$ cat src/rtl/interval_timer_pkg.sv
// Shared types for the interval timer controller and its counter datapath.
package interval_timer_pkg;
    typedef enum logic {IDLE, RUN} state_e;
    typedef enum logic {ONE_SHOT, PERIODIC} mode_e;
endpackage

$ cat src/rtl/timer_counter.sv
// Free-running up-counter resource; clear wins over enable.
module timer_counter #(
    parameter int Width = 8
) (
    input  logic             clk,
    input  logic             reset,
    input  logic             clear,
    input  logic             enable,
    output logic [Width-1:0] count
);
    always_ff @(posedge clk) begin
        if (reset || clear) count <= '0;
        else if (enable)    count <= count + Width'(1);
    end
endmodule

$ cat src/rtl/interval_timer.sv
// Interval timer controller: config latch, IDLE/RUN FSM driving the counter,
// registered expiry pulse and sticky pending/overrun flags.
module interval_timer
    import interval_timer_pkg::*;
#(
    parameter int Width = 8
) (
    input  logic             clk,
    input  logic             reset,
    input  logic             cfg_valid,
    output logic             cfg_ready,
    input  logic [Width-1:0] cfg_period,
    input  logic             cfg_periodic,
    input  logic             start,
    input  logic             stop,
    input  logic             irq_ack,
    output logic             busy,
    output logic [Width-1:0] count,
    output logic             expired,
    output logic             pending,
    output logic             overrun
);
    state_e           state_q, state_d;
    mode_e            mode_q;
    logic [Width-1:0] period_q;
    logic [Width-1:0] eff_period;
    logic [Width-1:0] last;
    logic             cfg_fire;
    logic             terminal;
    logic             clear, enable, expire;
    logic             expired_q, pending_q, overrun_q;

    assign cfg_ready  = (state_q == IDLE);
    assign busy       = (state_q == RUN);
    assign cfg_fire   = cfg_valid && cfg_ready;
    // A start coinciding with a config handshake uses the incoming period.
    assign eff_period = cfg_fire ? cfg_period : period_q;
    assign last       = period_q - Width'(1);
    assign terminal   = (count == last);

    always_comb begin
        state_d = state_q;
        clear   = 1'b1;
        enable  = 1'b0;
        expire  = 1'b0;
        case (state_q)
            IDLE: begin
                if (start && !stop && eff_period != '0) state_d = RUN;
            end
            RUN: begin
                if (stop) begin
                    state_d = IDLE;
                end else if (start) begin
                    state_d = RUN;
                end else if (terminal) begin
                    expire = 1'b1;
                    if (mode_q == ONE_SHOT) state_d = IDLE;
                end else begin
                    clear  = 1'b0;
                    enable = 1'b1;
                end
            end
            default: state_d = IDLE;
        endcase
    end

    always_ff @(posedge clk) begin
        if (reset) begin
            state_q   <= IDLE;
            period_q  <= '0;
            mode_q    <= ONE_SHOT;
            expired_q <= 1'b0;
            pending_q <= 1'b0;
            overrun_q <= 1'b0;
        end else begin
            state_q   <= state_d;
            expired_q <= expire;
            if (cfg_fire) begin
                period_q <= cfg_period;
                mode_q   <= cfg_periodic ? PERIODIC : ONE_SHOT;
            end
            // Set beats acknowledge; an acked expiry is not an overrun.
            if (expire)       pending_q <= 1'b1;
            else if (irq_ack) pending_q <= 1'b0;
            if (cfg_fire)                            overrun_q <= 1'b0;
            else if (expire && pending_q && !irq_ack) overrun_q <= 1'b1;
        end
    end

    assign expired = expired_q;
    assign pending = pending_q;
    assign overrun = overrun_q;

    timer_counter #(.Width(Width)) u_counter (
        .clk    (clk),
        .reset  (reset),
        .clear  (clear),
        .enable (enable),
        .count  (count)
    );
endmodule

$ cat config.mk
export PLATFORM = sky130hd
export DESIGN_NAME = interval_timer
export DESIGN_NICKNAME = d
export VERILOG_FILES = /design/src/rtl/interval_timer_pkg.sv /design/src/rtl/timer_counter.sv /design/src/rtl/interval_timer.sv
export SDC_FILE = /design/constraint.sdc
export NUM_CORES = 1
export LEC_CHECK = 0
export CAP_MARGIN = 20
export CORE_ASPECT_RATIO = 0.9
export CORE_UTILIZATION = 50
export CTS_CLUSTER_SIZE = 10
export DETAILED_ROUTE_END_ITERATION = 6
export MAX_ROUTING_LAYER = met4
export PLACE_DENSITY = 0.81
export REMOVE_ABC_BUFFERS = 1
export SLEW_MARGIN = 20
export SYNTH_ARGS = -nofsm -noshare
export SYNTH_HDL_FRONTEND = slang
export SYNTH_SLANG_ARGS = --single-unit
$ cat constraint.sdc
create_clock -name clk -period 3.8 [get_ports clk]
set_input_delay 0.76 -clock clk [delete_from_list [all_inputs] [get_ports clk]]
set_output_delay 0.76 -clock clk [all_outputs]
set_load 0.005 [all_outputs]
# Word level (Yosys, flattened, before mapping)

Index checks and enable logic that the tools add are counted.

Flip-flop bits (word level): 21
Bits in latches: 0
RAM bits: 0
ROM bits: 0
Input port bits: 15
Memories kept: 0

$add $sub $neg: 2
$mul: 0
Divide/modulo/power cells: 0
Order comparisons: 0
Equality and inequality tests: 1
Shift operators: 0
Multiplexer cells: 21
Bitwise operators: 1
Reductions and logical operators: 11

Operator list:

| cell                  | count |
|---|---|
| $mux W1               | 19 |
| $add A8 B1 Y8 const B | 1 |
| $eq A8 B8 Y1          | 1 |
| $mux W8               | 1 |
| $reduce_bool A8 Y1    | 1 |
| $sub A8 B1 Y8 const B | 1 |
| $logic_and A1 B1 Y1   | 5 |
| $logic_not A1 Y1      | 2 |
| $pmux W1 S2           | 1 |
| $reduce_bool A2 Y1    | 1 |
| $reduce_or A2 Y1      | 1 |
| $logic_or A1 B1 Y1    | 1 |
| $not A1 Y1            | 1 |

# Longest topological paths before layout

Depth in word-level cells: 8
Mapped depth: 8
Depth with buffers taken out: 7

# Cells and area by module

A second synthesis with hierarchy kept.

Cells, all modules: 135
Area total of the unflattened synthesis: 1101.1 sq um

Modules (own cells, without submodules):

| module         | times used | cells each | area an instance (sq um) |
|---|---|---|---|
| interval_timer | 1          | 97         | 755.7 |
| timer_counter  | 1          | 38         | 345.3 |

# Least setup slack after synthesis

No wires, ideal clock.

Kind: register to register
Start point: register period_q[0]
End point: register state_q (netlist: busy)
Arrival time: 1732 ps
Data required time: 3681 ps
Slack: 1949 ps
Stages on the path, launching flop included: 9
Cell sequence: dfxtp_1 inv_1 ha_1 or3b_1 nor3_1 xnor2_1 nor4_2 buf_6 a21oi_1

Word-level cells in the longest chain between the ends: 6
Elaborated cells on any way between the ends: 10
Those cells by class: add/sub (1); eq/ne (1); mux (6); reduce/logical (2)

Ends and longest elaborated chain:

| item                     | RTL line             | RTL |
|---|---|---|
| start: declaration       | interval_timer.sv:25 | `logic [Width-1:0] period_q;` |
| start signal: assignment | interval_timer.sv:79 | `period_q <= cfg_period;` |
| $sub A8 B1 Y8            | interval_timer.sv:38 | `assign last = period_q - Width'(1);` |
| $eq A8 B8 Y1             | interval_timer.sv:39 | `assign terminal = (count == last);` |
| $mux W1                  | interval_timer.sv:55 | `end else if (terminal) begin` |
| $mux W1                  | interval_timer.sv:53 | `end else if (start) begin` |
| $mux W1                  | interval_timer.sv:51 | `if (stop) begin` |
| $pmux W1 S2 (*)          | interval_timer.sv:46 | `case (state_q)` |
| end signal: assignment   | interval_timer.sv:76 | `state_q <= state_d;` |
| end: declaration         | interval_timer.sv:23 | `state_e state_q, state_d;` |

Every way passes the cells marked *; elsewhere a longest branch is shown, timed or not.
A chain may end at the register's enable or synchronous reset.

# Worst setup path after layout

Start point: register period_q[0]
End point: register expired_q (netlist: expired)

Word-level cells in the longest chain between the ends: 6

Ends and longest elaborated chain:

| item                   | RTL line             | RTL |
|---|---|---|
| $sub A8 B1 Y8          | interval_timer.sv:38 |  |
| $eq A8 B8 Y1           | interval_timer.sv:39 |  |
| $mux W1                | interval_timer.sv:55 |  |
| $mux W1                | interval_timer.sv:53 |  |
| $mux W1                | interval_timer.sv:51 |  |
| $mux W1                | interval_timer.sv:46 |  |
| end signal: assignment | interval_timer.sv:77 | `expired_q <= expire;` |
| end: declaration       | interval_timer.sv:31 | `logic expired_q, pending_q, overrun_q;` |

Every way passes these cells.

==> metrics <==
total gr overflow 0; remaining antenna violation count after routing 0; Clock Power Share between 20% and 30%; dpl hpwl ~1800 µm; Slew HR between 40% and 50%; DR iter-0 viols 35; Max Cap Viol 0; largest net degree at the start of global routing 14; Post-synth EDFFs 0; CTS H-tree lvls 1; Detailed Routing Iterations Pass 1 4; sw power 113.3 µW; post_cts resized 0; Startpoint Class register; share of cells above drive strength 1 under 10%; Pint 304.0 µW; pre-CTS setup slack 1.281 ns; Slew @ Worst Pin just under 0.8 ns; status complete, no violations; clock buffer depth 2; initial antenna violation count 0; worst flop-to-flop path startpoint period_q[0]; Clock Pin Slew Worst Setup and Hold Paths roughly 0.12 ns; post-synth top area cell dfxtp_1; Total Wirelength approximately 2400 µm; top_reg_cell synth dfxtp_1; worst path required time 4.07 ns; Sw Share 27.16%; starting density of the core a little over half; port buffer count 27; RSZ-0062 raised after global routing no; I/O pin cnt 28; Hold Buf Count CTS 0; first-pass GRT wire length ~4100 µm; Crit path arrival time approximately 2.5 ns; Clock Skew roughly 0.0091 ns; Die X between 50 and 60 µm; synthesized-area fraction occupied by adder cells 2.384%; Synth Cell Area 1050 µm²; setup TNS 0 ns; top cells by area, synth dfxtp_1 (40%), xnor2_1 (10%), nand2_1 (7.5%); Async S/R FF share, synth 0%; average cell area after synthesis ~8.4 µm²; HP Start mode_q; final hold vios 0; std cell rows 15; sequential area share after synthesis roughly 40%; Yosys cell types 34; placed insts between 150 and 200; Sink Count 21; root buffer cell clkbuf_4; Slew Viols, Final 0; CTS buffer count 3; Logic pwr share between 15 and 20%; GRT Total Usage between 20% and 30%; Post-Syn Instances 125; die height between 40 and 50 µm; peak supply drop around 260 µV; most instantiated cells after synthesis dfxtp_1 (21), nand2_1 (21), xnor2_1 (12); Die Area 2287 µm²; n_diodes 0; Worst Hold Class reg2reg; top cell type's share of synthesized area roughly two fifths; Leak Pwr approximately 0.00047 µW; routed length per placed instance ~13 µm; multiplexer area fraction after synthesis 0%; worst-skew pair later-pin latency about 0.32 ns; Post-Layout Cell Count 177; peak fanout along the critical path 12; via count around 990; Peak Freq 442.4 MHz; Post-Synth XOR/XNOR Area between 10% and 20%; DRC violations left 0; Simple-Gate Fraction of Synth Area about 30%; PnR worst setup slack 1.540 ns; final setup fails 0; CTS tree done; endpoint class of the critical path register; Tcrit/Tclk final around three fifths; synth warn 0; register share of total power a little under three fifths; layout overhead on the synthesized area 30.27%; Compound-Gate Fraction of Synth Area roughly an eighth; routability cong. 0.9700; flops & latches, synth 21; largest family of logic cells by synthesized area simple AND/OR/NAND/NOR gates; Post-CTS Setup Inserts 0; Critical Path Source period_q[0]; vias in the first global route 944; pwr dens approximately 310 nW/µm²; core area about 2000 µm²; vias per cell around 5.6; crit path kind reg2reg; nets@finish between 150 and 200; final worst path period need 2.260 ns
per-layer routing:
layer	wire, µm	part of all wire (%)	GRT usage (%)	up-vias
li1	-	-	-	491
met1	1052	45	28.89	462
met2	1129	48	41.60	37
met3	151	6.4	8.333	4
met4	30	1.3	10.56	0
met5	0	0	-	-
registers in the layout, summed over array words and instances (netlist names):
name / flops
busy: 1
expired: 1
mode_q: 1
overrun: 1
pending: 1
period_q: 8
u_counter.count: 8
through the flow:
step	hold slack [ns]	instance area, µm²	power (µW)	util (%)
finish	0.4824	1368	417.3	70.06
floorplan	0.4307	1027	277.6	-
global placement	0.4572	1329	305.5	68.08
global route	0.4967	1368	441.7	70.06
detailed placement	0.4626	1329	307.0	68.08
CTS	0.4815	1359	417.8	69.62
power by group through the flow:
stage	Sequential, µW	Combinational [µW]	Clock (µW)
2_1_floorplan	237	40.2	0
3_3_place_gp	239	66.3	0
3_5_place_dp	239	67.6	0
4_1_cts	235	68.2	115
5_1_grt	236	78.1	127
6_report	235	70.6	112
cell type report:
| cell class | count | area, µm² |
|---|---|---|
| clock buffer | 3 | 22.52 |
| clock inverter | 1 | 7.507 |
| fill | 167 | 584.3 |
| inverter | 4 | 15.01 |
| multi-input combinational | 96 | 600.6 |
| sequential | 21 | 420.4 |
| tap | 25 | 31.28 |
| timing repair buffer | 27 | 270.3 |
critical path, cell delays in order (launching register included):
cell and delay, ns:
dfxtp_1 0.36, inv_1 0.06, ha_1 0.17, or3b_1 0.39, nor3_1 0.18, xnor2_1 0.13, nor4_4 0.65, and2_2 0.26
final timing paths:
kind | endpoint | slack, ns | cells past startpoint
setup / recovery | expired | 1.54 | 7
hold / removal | mode_q | 0.48 | 2
setup reg to reg | expired | 1.54 | 7
hold reg to reg | mode_q | 0.48 | 2
layout by cell type (no fill, tap or decap), types with 2 or more instances in the layout:
cell / Yosys / final
dfxtp_1: 21 / 21
nand3_1: 4 / 4
nor4_1: 5 / 5
and3_1: 2 / 2
xor2_1: 3 / 3
xnor2_1: 12 / 12
clkdlybuf4s50_1: 0 / 27
nor3_1: 9 / 9
nand2b_1: 3 / 3
nor2_1: 7 / 7
a21oi_1: 10 / 10
ha_1: 2 / 2
nand2_1: 21 / 21
clkbuf_4: 0 / 3
inv_1: 4 / 4
logic make-up (layout without fill, tap and decap cells):
family | Yosys count | in the layout
flops | 21 | 21
fa+ha+maj | 2 | 2
compound gates | 19 | 19
buf+inv | 8 | 35
xor+xnor | 15 | 15
simple gates | 60 | 60
No activity file was read; power rests on OpenSTA's default activity.
